===== config.mk =====
export PLATFORM = sky130hd
export DESIGN_NAME = uart_tx_flat
export DESIGN_NICKNAME = d
export VERILOG_FILES = /design/src/rtl/uart_tx_if.sv /design/src/rtl/uart_tx.sv /design/src/flat_wrapper.sv
export SDC_FILE = /design/constraint.sdc
export NUM_CORES = 1
export LEC_CHECK = 0
export ABC_AREA = 1
export CORE_MARGIN = 2
export CORE_UTILIZATION = 35
export CTS_CLUSTER_DIAMETER = 30
export DETAILED_ROUTE_END_ITERATION = 7
export PLACE_DENSITY = 0.51
export SLEW_MARGIN = 10
export SYNTH_ARGS = -nofsm -noshare
export SYNTH_HDL_FRONTEND = slang
export SYNTH_SLANG_ARGS = --single-unit
export TNS_END_PERCENT = 50

===== constraint.sdc =====
create_clock -name clk -period 1.3 [get_ports clk]
set_input_delay 0.26 -clock clk [delete_from_list [all_inputs] [get_ports clk]]
set_output_delay 0.26 -clock clk [all_outputs]
set_load 0.02 [all_outputs]

===== src/rtl/uart_tx_if.sv =====
// Read-side link between the transmit FIFO and the UART transmitter.
// Handshake: fifo_rd is a one-cycle pop strobe, legal only while fifo_empty=0; fifo_data holds the popped byte from the following cycle.
interface uart_tx_if;
  logic       fifo_empty;
  logic [7:0] fifo_data;
  logic       fifo_rd;

  modport master (
    input  fifo_empty,
    input  fifo_data,
    output fifo_rd
  );

  modport slave (
    output fifo_empty,
    output fifo_data,
    input  fifo_rd
  );
endinterface


===== src/rtl/uart_tx.sv =====
// 8N1 UART transmitter draining a byte FIFO, with back-to-back frames while data remains.
// Define UART_TX_PARITY_EN to insert an even-parity bit between the data bits and the stop bit.
module uart_tx #(
  parameter int CLKS_PER_BIT = 434,
  parameter int COUNT_BITS   = 16
) (
  input  logic        clk,
  input  logic        rst,
  input  logic        enable,
  uart_tx_if.master   fifo,
  output logic        tx,
  output logic        busy,
  output logic [2:0]  state_dbg
);

`ifdef UART_TX_PARITY_EN
  typedef enum logic [2:0] {
    S_IDLE, S_LOAD, S_START, S_DATA, S_STOP, S_PARITY
  } state_e;
`else
  typedef enum logic [2:0] {
    S_IDLE, S_LOAD, S_START, S_DATA, S_STOP
  } state_e;
`endif

  localparam logic [COUNT_BITS-1:0] CNT_LAST = COUNT_BITS'(CLKS_PER_BIT - 1);

  state_e                state_q, state_d;
  logic [COUNT_BITS-1:0] cnt_q, cnt_d;
  logic [2:0]            bit_idx_q, bit_idx_d;
  logic [7:0]            shift_q, shift_d;
  logic                  tx_q, tx_d;
  logic                  rd_c;
  logic                  bit_end;
  logic                  pop_ok;
`ifdef UART_TX_PARITY_EN
  logic                  parity_q, parity_d;
`endif

  assign bit_end = (cnt_q == CNT_LAST);
  assign pop_ok  = enable & ~fifo.fifo_empty;

  always_comb begin
    state_d   = state_q;
    cnt_d     = cnt_q;
    bit_idx_d = bit_idx_q;
    shift_d   = shift_q;
    tx_d      = tx_q;
    rd_c      = 1'b0;
`ifdef UART_TX_PARITY_EN
    parity_d  = parity_q;
`endif
    case (state_q)
      S_IDLE: begin
        tx_d = 1'b1;
        if (pop_ok) begin
          rd_c    = 1'b1;
          state_d = S_LOAD;
        end
      end
      S_LOAD: begin
        shift_d  = fifo.fifo_data;
        cnt_d    = '0;
        tx_d     = 1'b0;
        state_d  = S_START;
`ifdef UART_TX_PARITY_EN
        parity_d = ^fifo.fifo_data;
`endif
      end
      S_START: begin
        if (bit_end) begin
          cnt_d     = '0;
          bit_idx_d = '0;
          tx_d      = shift_q[0];
          state_d   = S_DATA;
        end else begin
          cnt_d = cnt_q + 1'b1;
        end
      end
      S_DATA: begin
        if (bit_end) begin
          cnt_d   = '0;
          shift_d = shift_q >> 1;
          if (bit_idx_q == 3'd7) begin
`ifdef UART_TX_PARITY_EN
            tx_d    = parity_q;
            state_d = S_PARITY;
`else
            tx_d    = 1'b1;
            state_d = S_STOP;
`endif
          end else begin
            bit_idx_d = bit_idx_q + 1'b1;
            // shift_q[1] is the bit that lands in position 0 after this shift
            tx_d      = shift_q[1];
          end
        end else begin
          cnt_d = cnt_q + 1'b1;
        end
      end
`ifdef UART_TX_PARITY_EN
      S_PARITY: begin
        if (bit_end) begin
          cnt_d   = '0;
          tx_d    = 1'b1;
          state_d = S_STOP;
        end else begin
          cnt_d = cnt_q + 1'b1;
        end
      end
`endif
      S_STOP: begin
        if (bit_end) begin
          cnt_d = '0;
          // Pop in the last stop cycle so the next start bit follows without an idle bit
          if (pop_ok) begin
            rd_c    = 1'b1;
            state_d = S_LOAD;
          end else begin
            state_d = S_IDLE;
          end
        end else begin
          cnt_d = cnt_q + 1'b1;
        end
      end
      default: begin
        state_d = S_IDLE;
        tx_d    = 1'b1;
      end
    endcase
  end

  always_ff @(posedge clk or negedge rst) begin
    if (!rst) begin
      state_q   <= S_IDLE;
      cnt_q     <= '0;
      bit_idx_q <= '0;
      shift_q   <= '0;
      tx_q      <= 1'b1;
`ifdef UART_TX_PARITY_EN
      parity_q  <= 1'b0;
`endif
    end else begin
      state_q   <= state_d;
      cnt_q     <= cnt_d;
      bit_idx_q <= bit_idx_d;
      shift_q   <= shift_d;
      tx_q      <= tx_d;
`ifdef UART_TX_PARITY_EN
      parity_q  <= parity_d;
`endif
    end
  end

  // State is forced to IDLE during reset, so the strobe is also gated by rst to keep it low there
  assign fifo.fifo_rd = rd_c & rst;
  assign busy         = (state_q != S_IDLE) | fifo.fifo_rd;
  assign tx           = tx_q;
  assign state_dbg    = state_q;

endmodule


===== src/flat_wrapper.sv =====
// flat-port wrapper written by rule: the top's interface ports become plain ports
module uart_tx_flat 
#(
  parameter int CLKS_PER_BIT = 434,
  parameter int COUNT_BITS   = 16
)
  (clk, rst, enable, tx, busy, state_dbg, fifo_fifo_empty, fifo_fifo_data, fifo_fifo_rd);
  uart_tx_if fifo_i ();
  input  logic clk;
  input  logic rst;
  input  logic enable;
  output logic tx;
  output logic busy;
  output logic [2:0] state_dbg;
  input wire logic [$bits(fifo_i.fifo_empty)-1:0] fifo_fifo_empty;
  input wire logic [$bits(fifo_i.fifo_data)-1:0] fifo_fifo_data;
  output wire logic [$bits(fifo_i.fifo_rd)-1:0] fifo_fifo_rd;
  assign fifo_i.fifo_empty = fifo_fifo_empty;
  assign fifo_i.fifo_data = fifo_fifo_data;
  assign fifo_fifo_rd = fifo_i.fifo_rd;
  uart_tx #(.CLKS_PER_BIT(CLKS_PER_BIT), .COUNT_BITS(COUNT_BITS)) u_core (.clk(clk), .rst(rst), .enable(enable), .fifo(fifo_i), .tx(tx), .busy(busy), .state_dbg(state_dbg));
endmodule

Word-level counts from Yosys, hierarchy flattened
Cells that the tools add are included.

Register bits: 31. Bits of input ports: 12. Word-level logic and storage cells: 56.

$add $sub $neg: 2. Eq/ne operators: 12. Mux-type cells: 22. Bitwise logic cells: 5. Reductions and logical operators: 10.

Operators by type and width (number): 16-bit one-hot mux with 2 select lines (1); 3-bit two-way mux (8); 16-bit by 1-bit adder with 16-bit output (second input constant) (1); 16-bit by 9-bit == test with 1-bit output (second input constant) (1); 16-bit two-way mux (1); 8-bit one-hot mux with 2 select lines (1); 3-bit one-hot mux with 5 select lines (1); 2-bit by 1-bit != test with 1-bit output (second input constant) (5); 8-bit two-way mux (1); 3-bit by 2-bit == test with 1-bit output (second input constant) (2); 3-bit == test (second input constant) (2); 1-bit two-way mux (6); 3-bit one-hot mux with 2 select lines (1); 2-bit nonzero test (3); 5-bit AND reduction (1); 1-bit one-hot mux with 4 select lines (1); 4-bit AND reduction (1); 3-bit by 1-bit adder with 3-bit output (second input constant) (1); 3-bit by 1-bit == test with 1-bit output (second input constant) (1); 3-bit zero test (1); 3-bit AND reduction (1); 3-bit nonzero test (1); 3-bit OR reduction (1); 1-bit AND (2); 5 further kinds (6).

Depth between registers and ports, before layout
Depth in word-level cells: 7. Gate-level depth with buffers: 11. Depth with buffers taken out: 11.

Worst setup path after synthesis
No wires, ideal clock.

Path type: flip-flop to output port. Start point: reg u_core.cnt_q[1]. End point: out fifo_fifo_rd. Data arrival time: 1391 ps. Slack: -351 ps. Cell stages (with the launch flop): 9. Path buffers: 0. Path through: dfrtp_1 > inv_1 > ha_1 > inv_1 > nor2_1 > nand2_1 > nor2_4 > nand2_4 > a21oi_1.

Word-level cells in the longest chain between the ends: 4.

Ends and longest elaborated chain: start: declaration (RTL line uart_tx.sv:29) `logic [COUNT_BITS-1:0] cnt_q, cnt_d;`; start signal: assignment (RTL line uart_tx.sv:145) `cnt_q <= cnt_d;`; 16-bit by 9-bit == test with 1-bit output (RTL line uart_tx.sv:40) `assign bit_end = (cnt_q == CNT_LAST);`; 1-bit two-way mux (RTL line uart_tx.sv:113) `if (bit_end) begin`; 1-bit one-hot mux with 2 select lines (RTL line uart_tx.sv:53) `case (state_q)`; 1-bit AND (RTL line uart_tx.sv:156) `assign fifo.fifo_rd = rd_c & rst;`; end: declaration (RTL line flat_wrapper.sv:17) `output wire logic [$bits(fifo_i.fifo_rd)-1:0] fifo_fifo_rd;`.

Every way passes these cells.

Worst setup path in the final report
Same ends and word-level chain as after synthesis.

==> metrics.csv <==
metric;value;unit
count of state elements after synthesis;31;
final routed wire length divided by cell count;12.42;um
leading cell types by total area after synthesis;sky130_fd_sc_hd__dfrtp_1 37%, sky130_fd_sc_hd__nand2_1 21%, sky130_fd_sc_hd__nand3_1 9.3%;
wire length of the first global-routing pass;9846;um
number of global-route vias before repair;2141;
M2 GR Usage;35.25;%
GRT overflow;0;
setup_tns;-6286;ps
std cell rows;27;
Worst Hold Slack;480.3;ps
share of flip-flops with an asynchronous set or reset;100.0;%
setup slack of the critical path after layout;-565.1;ps
critical path's slowest cell;sky130_fd_sc_hd__dfrtp_1;
hpwl dp;3952;um
minimum setup slack after placement;-783.6;ps
pin slew with the least headroom to its limit;430.6;ps
post-route clock period utilization;143.5;%
overall routing resource usage;19.88;%
Leakage Power;1.605;nW
setup repair after global routing missed its margin;true;
CP dominant cell by count;sky130_fd_sc_hd__inv_2;
fillers;533;
library cell with the highest instance count after synthesis;sky130_fd_sc_hd__nand2_1;
number of vias in the routed layout;2138;
boundary pin count;18;
number of CTS-inserted buffers;5;
Slowest Stage Delay on Critical Path;390;ps
Layout Skew;8.782;ps
Area Growth Syn to Fin;55.89;%
largest net degree at the start of global routing;32;
DRC violations left;0;
number of buffer cells added on primary ports;17;
number of inserted diodes;0;
Max-cap violations;0;
Post-synth top flop;sky130_fd_sc_hd__dfrtp_1;
clock sinks;31;
minimum clock period;1865;ps
die area;6480;sq um
HP Class;primary input to async pin;
CTS tree;built;
required time worst endpoint;1040;ps
share of synthesized area occupied by flip-flops and latches;37.94;%
Setup CP Type;register to output port;
sort of element at the start of the critical path;register;
final core utilization;57.28;%
net total in the final layout;403;
starting density of the core;36.75;%
detail-routed via count per cell;4.648;
routing layer with the top usage in global route;met2;
number of synthesis warnings;0;
timing-limited maximum frequency;536.2;MHz
endpoint class of the critical path;output port;
Avg Inst Size Synth;6.967;sq um
initial antenna violation count;0;
GR Layer Usage met1;24.67;%
Detailed Route WL;5711;um
highest ir drop seen on vdd;0.001187;V
Chip Width;80.50;um
Post-synth EDFFs;0;
power per cell area;1653;nW/um^2
total buffers and inverters traversed by the critical path;3;
chip height;80.50;um
summed area of non-filler cells in the final layout;3193;sq um
violations in the final reports;negative setup slack;
synthesized netlist net count;310;
Final Wtd Congestion;0.8327;
count of endpoints failing hold in the final timing report;0;
Placement Cell Area;2726;sq um
kind of cell adding the most delay to the critical path;flip-flops;
arrival time at the worst endpoint;1610;ps
Post-DRT Antenna Nets;0;
maximum fanout along the worst path;3;
CTS H-Tree Depth;2;
layout cells sized above 1;38.40;%
fraction of post-synthesis cell area in the top cell type by area;36.65;%
Worst-Skew Late Latency;290;ps
number of buffers inserted for hold repair after clock tree synthesis;0;
cell area after synthesis;2048;sq um
maximum clock insertion buffer count;2;
clock-pin slew on the worst setup and hold paths;80;ps
met3 Use GR;3.708;%
Gate Count Post-Synth;294;
leading area contributor after synthesis;sky130_fd_sc_hd__dfrtp_1;
count of pins over their slew limit;0;
root buf cell;sky130_fd_sc_hd__clkbuf_8;
most frequent cells after synthesis;117 x sky130_fd_sc_hd__nand2_1, 38 x sky130_fd_sc_hd__nand3_1, 30 x sky130_fd_sc_hd__dfrtp_1;
run status;finished with violations;
Core Area;5574;sq um
post-synthesis cell type count;27;
initial drt markers;73;
detailed-routing iteration count for the pre-antenna-repair pass;4;
crit path cell chain;inv_2, ha_4, inv_2, nor2_2, nand2_2, nor2_4, nand2_4, a21oi_4, buf_6;
slew margin rel.;71.30;%
total of endpoints with negative setup slack in the final report;30;
## repair_timing
item | in CTS | in global routing
pin swaps | 8 | 13
endpoints found under the setup margin | 37 | 36
setup buffers | 20 | 4
gates cloned | 1 | 0
resized for setup | 60 | 30
## per-layer routing
metal  vias to the layer above  part of all wire [%]
met3                         4                   1.8
met4                         0                  0.68
li1                       1125                     -
met2                        15                    53
met1                       994                    45
met5                         -                     0
## power by group
part / internal (W) / switching [W] / leakage [nW]
sequential: 0.00120 / 0.000149 / 0.407
combinational: 0.00131 / 0.00146 / 1.13
clock: 0.000767 / 0.000399 / 0.0654
## per-stage QoR
step	std cells	power (W)
finish	460	0.005277
global route	460	0.005648
CTS	463	0.005100
detailed placement	434	0.003580
global placement	434	0.003566
floorplan	294	0.002684
## cell type report
type / count / area, sq um / area share, %
multi-input cells: 234 / 1341 / 42.01
flip-flops and latches: 31 / 780.7 / 24.45
repair buffers: 88 / 739.5 / 23.16
inverters: 27 / 108.9 / 3.409
well taps: 72 / 90.09 / 2.821
clock buffers: 6 / 72.57 / 2.273
clock inverters: 2 / 60.06 / 1.881
## worst paths after layout
path                       depth (start not counted)             endpoint  slack [ps]                 from
setup / recovery                                   9         fifo_fifo_rd        -570      u_core.cnt_q[1]
hold / removal                                     2      u_core.cnt_q[1]         480                  rst
setup reg to reg                                  12      u_core.cnt_q[1]        -490      u_core.cnt_q[1]
hold reg to reg                                    2  u_core.bit_idx_q[1]         480  u_core.bit_idx_q[1]
max in group asynchronous                          2            u_core.tx         470                  rst
min in group clk                                   2  u_core.bit_idx_q[1]         480  u_core.bit_idx_q[1]
## flip-flops by register name, indices dropped and copies added, names as in the netlist
register / cells
u_core.state_dbg: 3
u_core.bit_idx_q: 3
u_core.shift_q: 8
u_core.cnt_q: 16
u_core.tx: 1
## cell usage in the layout, fill, tap and decap left out, types with 3 or more instances in the layout
cell type	Yosys	layout
sky130_fd_sc_hd__clkdlybuf4s50_1	0	11
sky130_fd_sc_hd__buf_4	0	65
sky130_fd_sc_hd__o21ai_0	11	7
sky130_fd_sc_hd__nand2_1	117	110
sky130_fd_sc_hd__nand3_4	1	4
sky130_fd_sc_hd__nor2_2	3	11
sky130_fd_sc_hd__o21ai_1	2	5
sky130_fd_sc_hd__inv_2	4	8
sky130_fd_sc_hd__nand2_4	4	5
sky130_fd_sc_hd__dfrtp_2	0	3
sky130_fd_sc_hd__nand2_2	4	8
sky130_fd_sc_hd__nand4_1	4	4
sky130_fd_sc_hd__inv_1	22	17
sky130_fd_sc_hd__clkbuf_8	2	5
sky130_fd_sc_hd__nand3_1	38	31
sky130_fd_sc_hd__nor2_1	28	19
sky130_fd_sc_hd__nor2_4	4	5
sky130_fd_sc_hd__dfrtp_1	30	27
sky130_fd_sc_hd__buf_6	1	9
sky130_fd_sc_hd__nand3_2	0	5
## cells by family after synthesis
| logic type | Yosys count | synth area share, % |
|---|---|---|
| adders and majority gates | 4 | 2.444 |
| xor gates and xnor gates | 2 | 0.8554 |
| AOI/OAI and AO/OA | 20 | 5.314 |
| buffers and inverters | 30 | 7.086 |
| and+or+nand+nor | 207 | 46.36 |
| DFF | 31 | 37.94 |
(Power assumes the default switching activity.)
